`src/rtl/mem_port_arbiter.sv`:
```
// mem_port_arbiter: shares one memory port between fetch and data stages with alternating grant and timeout abort
module mem_port_arbiter #(
  parameter int TIMEOUT = 255
) (
  input  logic        clk_i,
  input  logic        rst_i,
  input  logic        if_req_i,
  input  logic [31:0] if_addr_i,
  output logic [31:0] if_rdata_o,
  output logic        if_valid_o,
  output logic        if_err_o,
  output logic        if_stall_o,
  input  logic        d_req_i,
  input  logic [31:0] d_addr_i,
  input  logic [31:0] d_wdata_i,
  input  logic [3:0]  d_rw_i,
  output logic [31:0] d_rdata_o,
  output logic        d_valid_o,
  output logic        d_err_o,
  output logic        d_stall_o,
  output logic        mem_req_o,
  output logic [31:0] mem_addr_o,
  output logic [31:0] mem_wdata_o,
  output logic [3:0]  mem_rw_o,
  output logic        mem_we_o,
  input  logic        mem_ready_i,
  input  logic [31:0] mem_rdata_i
);
  localparam int CW = TIMEOUT > 0 ? $clog2(TIMEOUT + 1) : 1;
  localparam logic [CW-1:0] TO = CW'(TIMEOUT);
  localparam logic [1:0] IDLE = 2'd0, BUSY_IF = 2'd1, BUSY_D = 2'd2;
  localparam logic [3:0] RW_FETCH = 4'b1010;
  logic [1:0] state;
  logic last_d;
  logic [CW-1:0] cnt;
  logic if_elig, d_elig, gnt_d, gnt_if, expire, d_store;
  always_comb begin
    if_elig = if_req_i & ~if_valid_o;
    d_elig = d_req_i & d_rw_i[3] & ~d_valid_o;
    gnt_d = d_elig & (~if_elig | ~last_d);
    gnt_if = if_elig & ~gnt_d;
    expire = (TIMEOUT != 0) && (cnt == TO);
    d_store = (d_rw_i[1] & d_rw_i[0]) | (d_rw_i[2] & d_rw_i[1]);
  end
  assign if_stall_o = if_req_i & ~if_valid_o;
  assign d_stall_o = d_req_i & d_rw_i[3] & ~d_valid_o;
  always_ff @(posedge clk_i) begin
    if (rst_i) begin
      state <= IDLE;
      last_d <= 1'b0;
      cnt <= '0;
      if_rdata_o <= '0;
      if_valid_o <= 1'b0;
      if_err_o <= 1'b0;
      d_rdata_o <= '0;
      d_valid_o <= 1'b0;
      d_err_o <= 1'b0;
      mem_req_o <= 1'b0;
      mem_addr_o <= '0;
      mem_wdata_o <= '0;
      mem_rw_o <= '0;
      mem_we_o <= 1'b0;
    end else begin
      if_valid_o <= 1'b0;
      if_err_o <= 1'b0;
      d_valid_o <= 1'b0;
      d_err_o <= 1'b0;
      if (state == IDLE) begin
        if (gnt_d | gnt_if) begin
          state <= gnt_d ? BUSY_D : BUSY_IF;
          cnt <= '0;
          mem_req_o <= 1'b1;
          mem_addr_o <= gnt_d ? d_addr_i : if_addr_i;
          mem_wdata_o <= gnt_d ? d_wdata_i : '0;
          mem_rw_o <= gnt_d ? d_rw_i : RW_FETCH;
          mem_we_o <= gnt_d & d_store;
        end
      end else if (mem_ready_i | expire) begin
        // ready wins over a coincident timeout, so err is simply ~ready here
        state <= IDLE;
        cnt <= '0;
        mem_req_o <= 1'b0;
        if (mem_ready_i) last_d <= state == BUSY_D;
        if (state == BUSY_IF) begin
          if_valid_o <= 1'b1;
          if_err_o <= ~mem_ready_i;
          if_rdata_o <= mem_ready_i ? mem_rdata_i : '0;
        end else begin
          d_valid_o <= 1'b1;
          d_err_o <= ~mem_ready_i;
          if (~mem_ready_i | ~mem_we_o) d_rdata_o <= mem_ready_i ? mem_rdata_i : '0;
        end
      end else begin
        cnt <= cnt + 1'b1;
      end
    end
  end
endmodule

```
`config.mk`:
```
export PLATFORM = sky130hd
export DESIGN_NAME = mem_port_arbiter
export DESIGN_NICKNAME = d
export VERILOG_FILES = /design/src/rtl/mem_port_arbiter.sv
export SDC_FILE = /design/constraint.sdc
export NUM_CORES = 1
export LEC_CHECK = 0
export CORE_MARGIN = 5
export CORE_UTILIZATION = 32
export CTS_CLUSTER_DIAMETER = 60
export DETAILED_ROUTE_END_ITERATION = 6
export PLACE_DENSITY = 0.8
export SLEW_MARGIN = 15
export SYNTH_ARGS = -nofsm -noshare
export SYNTH_HDL_FRONTEND = slang
export SYNTH_SLANG_ARGS = --single-unit
```
`constraint.sdc`:
```
create_clock -name clk_i -period 1.55 [get_ports clk_i]
set_input_delay 0.31 -clock clk_i [delete_from_list [all_inputs] [get_ports clk_i]]
set_output_delay 0.31 -clock clk_i [all_outputs]
set_load 0.02 [all_outputs]
```
## After elaboration in Yosys (flattened, before gate mapping)

Cells that the tools add are included.

- Logic and storage cells: 68
- Register bits: 149

- Add/subtract/negate cells: 1
- Bitwise operators: 23
- Reductions and logical operators: 10
- Equality and inequality tests: 4
- Muxes and demuxes: 16

Operator list:

| kind | count |
|---|---|
| $mux W32 | 3 |
| $mux W8 | 3 |
| $not A1 Y1 | 10 |
| $add A8 B1 Y8 const B | 1 |
| $and A1 B1 Y1 | 8 |
| $eq A8 B8 Y1 const B | 1 |
| $mux W2 | 4 |
| $reduce_or A4 Y1 | 2 |
| $reduce_and A3 Y1 | 2 |
| $mux W1 | 5 |
| $or A1 B1 Y1 | 5 |
| $mux W4 | 1 |
| $reduce_and A2 Y1 | 2 |
| $reduce_and A4 Y1 | 1 |
| $reduce_or A3 Y1 | 1 |
| $eq A2 B1 Y1 const B | 1 |
| $eq A2 B2 Y1 const B | 1 |
| $logic_not A2 Y1 | 1 |
| $ne A2 B1 Y1 const B | 1 |
| $reduce_bool A2 Y1 | 1 |

## Depth between registers and ports, before layout

- Depth after elaboration: 10
- Depth in mapped cells: 7
- Depth with buffers taken out: 5

## Worst setup path before layout

Ideal clock, no wire load.

- Path type: reg2reg
- From: reg d_valid_o
- To: reg cnt[7]
- Buffers on the path: 0
- Stages on the path, launching flop included: 6
- Arrival time: 1521 ps
- Slack: -46 ps
- Path through: dfxtp_1 > nand3b_4 > inv_1 > nor3_4 > or4_1 > a31oi_1

- Word-level cells in the longest chain between the ends: 7

RTL lines:

| element | RTL line | RTL |
|---|---|---|
| start, declared | 18 | `output logic d_valid_o,` |
| start signal, assigned | 56 | `d_valid_o <= 1'b0;` |
| start signal, assigned | 66 | `d_valid_o <= 1'b0;` |
| start signal, assigned | 89 | `d_valid_o <= 1'b1;` |
| $not A1 Y1 (*) | n/a |  |
| $and A1 B1 Y1 (*) | n/a |  |
| net d_stall_o | 20 | `output logic d_stall_o,` |
| $and A1 B1 Y1 (*) | 40 | `gnt_d = d_elig & (~if_elig \| ~last_d);` |
| $not A1 Y1 | 41 | `gnt_if = if_elig & ~gnt_d;` |
| $and A1 B1 Y1 | 41 |  |
| $or A1 B1 Y1 (*) | 69 | `if (gnt_d \| gnt_if) begin` |
| $ne A2 B1 Y1 (no source line) (*) | n/a |  |
| end signal, assigned | 94 | `cnt <= cnt + 1'b1;` |
| end, declared | 35 | `logic [CW-1:0] cnt;` |

The timed path passes the listed nets; every way through them passes the cells marked *.
A chain may end at the register's enable or synchronous reset.

## Worst setup path after layout

- From: in if_req_i
- To: reg mem_addr_o[11]

- Word-level cells in the longest chain between the ends: 8

RTL lines:

| element | RTL line | RTL |
|---|---|---|
| start, declared | 7 | `input logic if_req_i,` |
| $and A1 B1 Y1 (*) | 38 | `if_elig = if_req_i & ~if_valid_o;` |
| $not A1 Y1 | 40 |  |
| $or A1 B1 Y1 | 40 |  |
| $and A1 B1 Y1 | 40 |  |
| $not A1 Y1 | 41 |  |
| $and A1 B1 Y1 | 41 |  |
| $or A1 B1 Y1 | 69 |  |
| $reduce_and A2 Y1 (no source line) | n/a |  |
| end signal, assigned | 73 | `mem_addr_o <= gnt_d ? d_addr_i : if_addr_i;` |
| end, declared | 22 | `output logic [31:0] mem_addr_o,` |

Mark *: on every way between the ends. The rest lies on a longest branch, timed or not.

==> metrics.txt <==
# TYPE chip_impl_metric gauge
chip_impl_info{name="run_status",value="finished, final reports clean"} 1
chip_impl_metric{name="drt-vias-per-instance",unit=""} 4.994
chip_impl_info{name="tritoncts",value="built"} 1
chip_impl_metric{name="critical_path_required",unit="ns"} 1.82
chip_impl_metric{name="die_height",unit="um"} 144.0
chip_impl_metric{name="tightest_slew",unit="ns"} 0.5247
chip_impl_info{name="crit_chain",value="clkdlybuf4s50_1 -> nor2b_4 -> a21o_2 -> buf_12 -> mux2i_1 -> a211oi_1"} 1
chip_impl_metric{name="holdPathStages",unit=""} 2
chip_impl_metric{name="pin_count_of_the_biggest_net_entering_global_routing",unit=""} 99
chip_impl_info{name="dominantRegCellSynth",value="sky130_fd_sc_hd__dfxtp_1"} 1
chip_impl_metric{name="initial_utilization",unit="%"} 32.20
chip_impl_metric{name="timing.slew.headroom",unit="%"} 65.02
chip_impl_metric{name="critical-path-max-stage-delay",unit="ns"} 0.48
chip_impl_metric{name="grt_antenna_before_repair",unit=""} 1
chip_impl_info{name="holdCritPathClass",value="primary input to register"} 1
chip_impl_metric{name="synth_edf_count",unit=""} 0
chip_impl_metric{name="antenna_violating_nets_post_route",unit=""} 0
chip_impl_metric{name="critical_path_cell_count",unit=""} 6
chip_impl_metric{name="clock_latency",unit="ns"} 0.41
chip_impl_metric{name="worstPathBufferInverterCount",unit=""} 2
chip_impl_metric{name="p_leak",unit="nW"} 4.186
chip_impl_metric{name="synth.lib_cells_used.distinct",unit=""} 46
chip_impl_metric{name="place_inst",unit=""} 1072
chip_impl_metric{name="flow.area_growth_from_synthesis",unit="%"} 66.22
chip_impl_metric{name="grt_pass1_vias",unit=""} 5239
chip_impl_metric{name="die_area",unit="um^2"} 20730
chip_impl_metric{name="rows",unit=""} 49
chip_impl_info{name="worstSetupStartpoint",value="if_req_i"} 1
chip_impl_metric{name="core_footprint",unit="um^2"} 17840
chip_impl_metric{name="finalClockSkew",unit="ns"} 0.006984
chip_impl_info{name="hold_path_startpoint",value="mem_ready_i"} 1
chip_impl_metric{name="synthesis.nets",unit=""} 711
chip_impl_metric{name="synth.ff_latch_count",unit=""} 149
chip_impl_info{name="setup.worst_path.start_class",value="primary input"} 1
chip_impl_metric{name="grt.total_usage",unit="%"} 17.48
chip_impl_metric{name="worst_reg_to_reg_path_cell_count",unit=""} 6
chip_impl_metric{name="number_of_sinks_handled_by_clock_tree_synthesis",unit=""} 149
chip_impl_info{name="grt_setup_unrepaired",value="true"} 1
chip_impl_metric{name="numCtsBuffers",unit=""} 17
chip_impl_metric{name="netlist_area",unit="um^2"} 5746
chip_impl_metric{name="multiInputGateArea",unit="um^2"} 2572
chip_impl_metric{name="synth.yosys.seq_area_share",unit="%"} 51.92
chip_impl_info{name="cpLargestDelayFamily",value="buffers and inverters"} 1
chip_impl_metric{name="fillCellCount",unit=""} 1608
chip_impl_info{name="critical_path_class",value="primary input to register"} 1
chip_impl_info{name="cts_root_buf",value="sky130_fd_sc_hd__clkbuf_16"} 1
chip_impl_metric{name="n_antenna_cell",unit=""} 0
chip_impl_metric{name="floorplan.die.width",unit="um"} 144.0
chip_impl_metric{name="grt_remaining_overflow",unit=""} 0
chip_impl_metric{name="max-cap-violations",unit=""} 0
chip_impl_metric{name="ioPinCount",unit=""} 277
chip_impl_metric{name="place.detailed.hpwl",unit="um"} 13920
chip_impl_metric{name="async_flop_share",unit="%"} 0
chip_impl_info{name="cpMaxStageDelayCell",value="sky130_fd_sc_hd__clkdlybuf4s50_1"} 1
chip_impl_metric{name="max_clock_freq",unit="MHz"} 648.6
chip_impl_metric{name="number_of_pins_exceeding_their_max_slew_limit_in_the_final_report",unit=""} 0
chip_impl_metric{name="totalWireLength",unit="um"} 19090
chip_impl_metric{name="postSynthCellCount",unit=""} 573
chip_impl_metric{name="per_instance_average_area_after_synthesis",unit="um^2"} 10.03
chip_impl_metric{name="timing.critical_path.fanout_max",unit=""} 12
chip_impl_metric{name="drive_gt1_share",unit="%"} 16.08
chip_impl_metric{name="drt-wirelength-per-cell",unit="um"} 17.26
chip_impl_info{name="sort_of_element_at_the_end_of_the_critical_path",value="register"} 1
chip_impl_metric{name="ir_worst_vdd",unit="mV"} 0.6954
chip_impl_metric{name="placed_area",unit="um^2"} 8985
chip_impl_metric{name="ctsHtreeMaxLevel",unit=""} 4
chip_impl_metric{name="clk_pin_slew_worst_paths",unit="ns"} 0.06
chip_impl_metric{name="remaining_drc_errors",unit=""} 0
chip_impl_metric{name="numPortBuffers",unit=""} 276
chip_impl_metric{name="instances_no_fill",unit=""} 1106
chip_impl_metric{name="final_nets",unit=""} 1002
chip_impl_metric{name="final-seq-area",unit="um^2"} 2987
chip_impl_metric{name="firstDrtPassIters",unit=""} 5
chip_impl_metric{name="final_weighted_congestion_in_routability_driven_placement",unit=""} 0.8028
chip_impl_metric{name="fin_crit_sh",unit="%"} 99.47
chip_impl_metric{name="wire_length_of_the_first_global_routing_pass",unit="um"} 28570
chip_impl_metric{name="layout.cell_area.non_filler",unit="um^2"} 9550
chip_impl_metric{name="arrival_time_of_data_at_the_critical_path_endpoint",unit="ns"} 1.82
chip_impl_metric{name="timing.final.setup_violations",unit=""} 0
chip_impl_metric{name="cts_max_path_buffers",unit=""} 2
chip_impl_metric{name="yosysWarningCount",unit=""} 0
chip_impl_metric{name="crit_path_time_final",unit="ns"} 1.542
chip_impl_info{name="timing.rr.start",value="cnt[5]$_SDFFE_PP0P_"} 1
chip_impl_metric{name="hold_violations",unit=""} 0
chip_impl_metric{name="layout.core_utilization",unit="%"} 53.53
chip_impl_metric{name="power-per-cell-area",unit="nW/um^2"} 1063
chip_impl_metric{name="drt_initial_violations",unit=""} 296
chip_impl_metric{name="routed-via-count",unit=""} 5523
==> cells in the mapped netlist (2+ instances only) <==
cell type / n / share of area, %
sky130_fd_sc_hd__mux2i_1: 33 / 5.7
sky130_fd_sc_hd__o21ai_0: 34 / 3.0
sky130_fd_sc_hd__a32o_1: 32 / 5.6
sky130_fd_sc_hd__buf_8: 2 / 0.52
sky130_fd_sc_hd__dfxtp_1: 149 / 52
sky130_fd_sc_hd__nand3_1: 38 / 3.3
sky130_fd_sc_hd__inv_1: 3 / 0.20
sky130_fd_sc_hd__nand2b_1: 2 / 0.22
sky130_fd_sc_hd__a311oi_1: 2 / 0.30
sky130_fd_sc_hd__nor4_1: 2 / 0.22
sky130_fd_sc_hd__buf_1: 2 / 0.13
sky130_fd_sc_hd__a31oi_1: 3 / 0.33
sky130_fd_sc_hd__nor2_2: 10 / 1.1
sky130_fd_sc_hd__nor2_1: 66 / 4.3
sky130_fd_sc_hd__and4_1: 2 / 0.30
sky130_fd_sc_hd__buf_2: 16 / 1.4
sky130_fd_sc_hd__and3_1: 2 / 0.22
sky130_fd_sc_hd__or3_1: 2 / 0.22
sky130_fd_sc_hd__a21oi_1: 39 / 3.4
sky130_fd_sc_hd__clkbuf_1: 24 / 1.6
sky130_fd_sc_hd__a211oi_1: 34 / 4.4
sky130_fd_sc_hd__a22oi_2: 10 / 2.2
sky130_fd_sc_hd__nor3_1: 4 / 0.35
sky130_fd_sc_hd__a22oi_1: 26 / 3.4
sky130_fd_sc_hd__nand2_1: 7 / 0.46
sky130_fd_sc_hd__buf_4: 2 / 0.26
sky130_fd_sc_hd__buf_6: 8 / 1.6
==> cell families after synthesis <==
kind of cell / count (synthesis) / share of synthesized area, %
adders and majority gates: 1 / 0.2177
DFF: 149 / 51.92
muxes: 33 / 5.749
and+or+nand+nor: 141 / 11.87
AOI/OAI and AO/OA: 192 / 24.61
buffers and inverters: 57 / 5.640
==> final timing paths <==
| check | endpoint | slack, ns |
|---|---|---|
| max | mem_addr_o[11]$_SDFFE_PP0P_ | 0.008 |
| min | last_d$_SDFFE_PP0P_ | 0.27 |
| max reg2reg | d_rdata_o[8]$_SDFFE_PP0P_ | 0.03 |
| min reg2reg | if_rdata_o[21]$_SDFFE_PP0P_ | 0.46 |
==> placed cells by master, fill, tap and decap left out, drive strengths merged, types with 7 or more instances in the layout <==
master,count
a32o,32
buf,54
a22oi,36
dfxtp,149
clkinv,7
clkdlybuf4s50,133
nor2,76
mux2i,33
a21oi,40
dlygate4sd2,139
nand2,7
a211oi,35
o21ai,36
nand3,38
clkbuf,19
==> state kept, by name, indices dropped and copies added (netlist names) <==
register / count
state: 2
last_d: 1
if_err_o: 1
cnt: 8
mem_rw_o: 4
mem_wdata_o: 32
if_valid_o: 1
d_err_o: 1
if_rdata_o: 32
mem_we_o: 1
mem_addr_o: 32
d_valid_o: 1
mem_req_o: 1
d_rdata_o: 32
==> metrics by stage <==
step	setup TNS (ns)	hold slack, ns	worst slack (ns)	total power, mW
floorplan	-0.01029	0.4445	-0.01029	5.193
CTS	-0.005290	0.2472	-0.004881	10.22
global route	-0.2970	0.2817	-0.03322	10.61
global placement	-30.26	0.4464	-0.4589	6.250
finish	0	0.2662	0.008202	10.15
detailed placement	-33.23	0.4538	-0.5038	6.284
==> repair_timing <==
item / in CTS / in global routing
buffers inserted: 0 / 1
endpoints found under the setup margin: 204 / 110
pin swaps: 2 / 5
cloned: 1 / 0
gates resized for setup: 156 / 37
hold buffers: 0 / 0
==> area by class of cell <==
type	instances	area share (%)
clock buffers	19	4.638
inverters	3	0.1179
multi-input cells	367	26.94
flip-flops and latches	149	31.27
well taps	229	3.000
clock inverters	13	1.376
repair buffers	326	32.66
==> where the power goes <==
group          switching [mW]  total, mW  internal, mW
logic                    1.03       1.97         0.946
clock network            1.61       4.01          2.41
registers               0.116       4.17          4.05
total                    2.75       10.2          7.40
==> layer usage <==
metal	wire length (um)	global-route usage (%)	vias up
met5	13	0	-
li1	-	-	2713
met1	7456	21.05	2593
met2	9762	29.62	183
met4	490	6.244	2
met3	1366	5.225	32
Note: power is estimated with default switching activity, not from simulation.
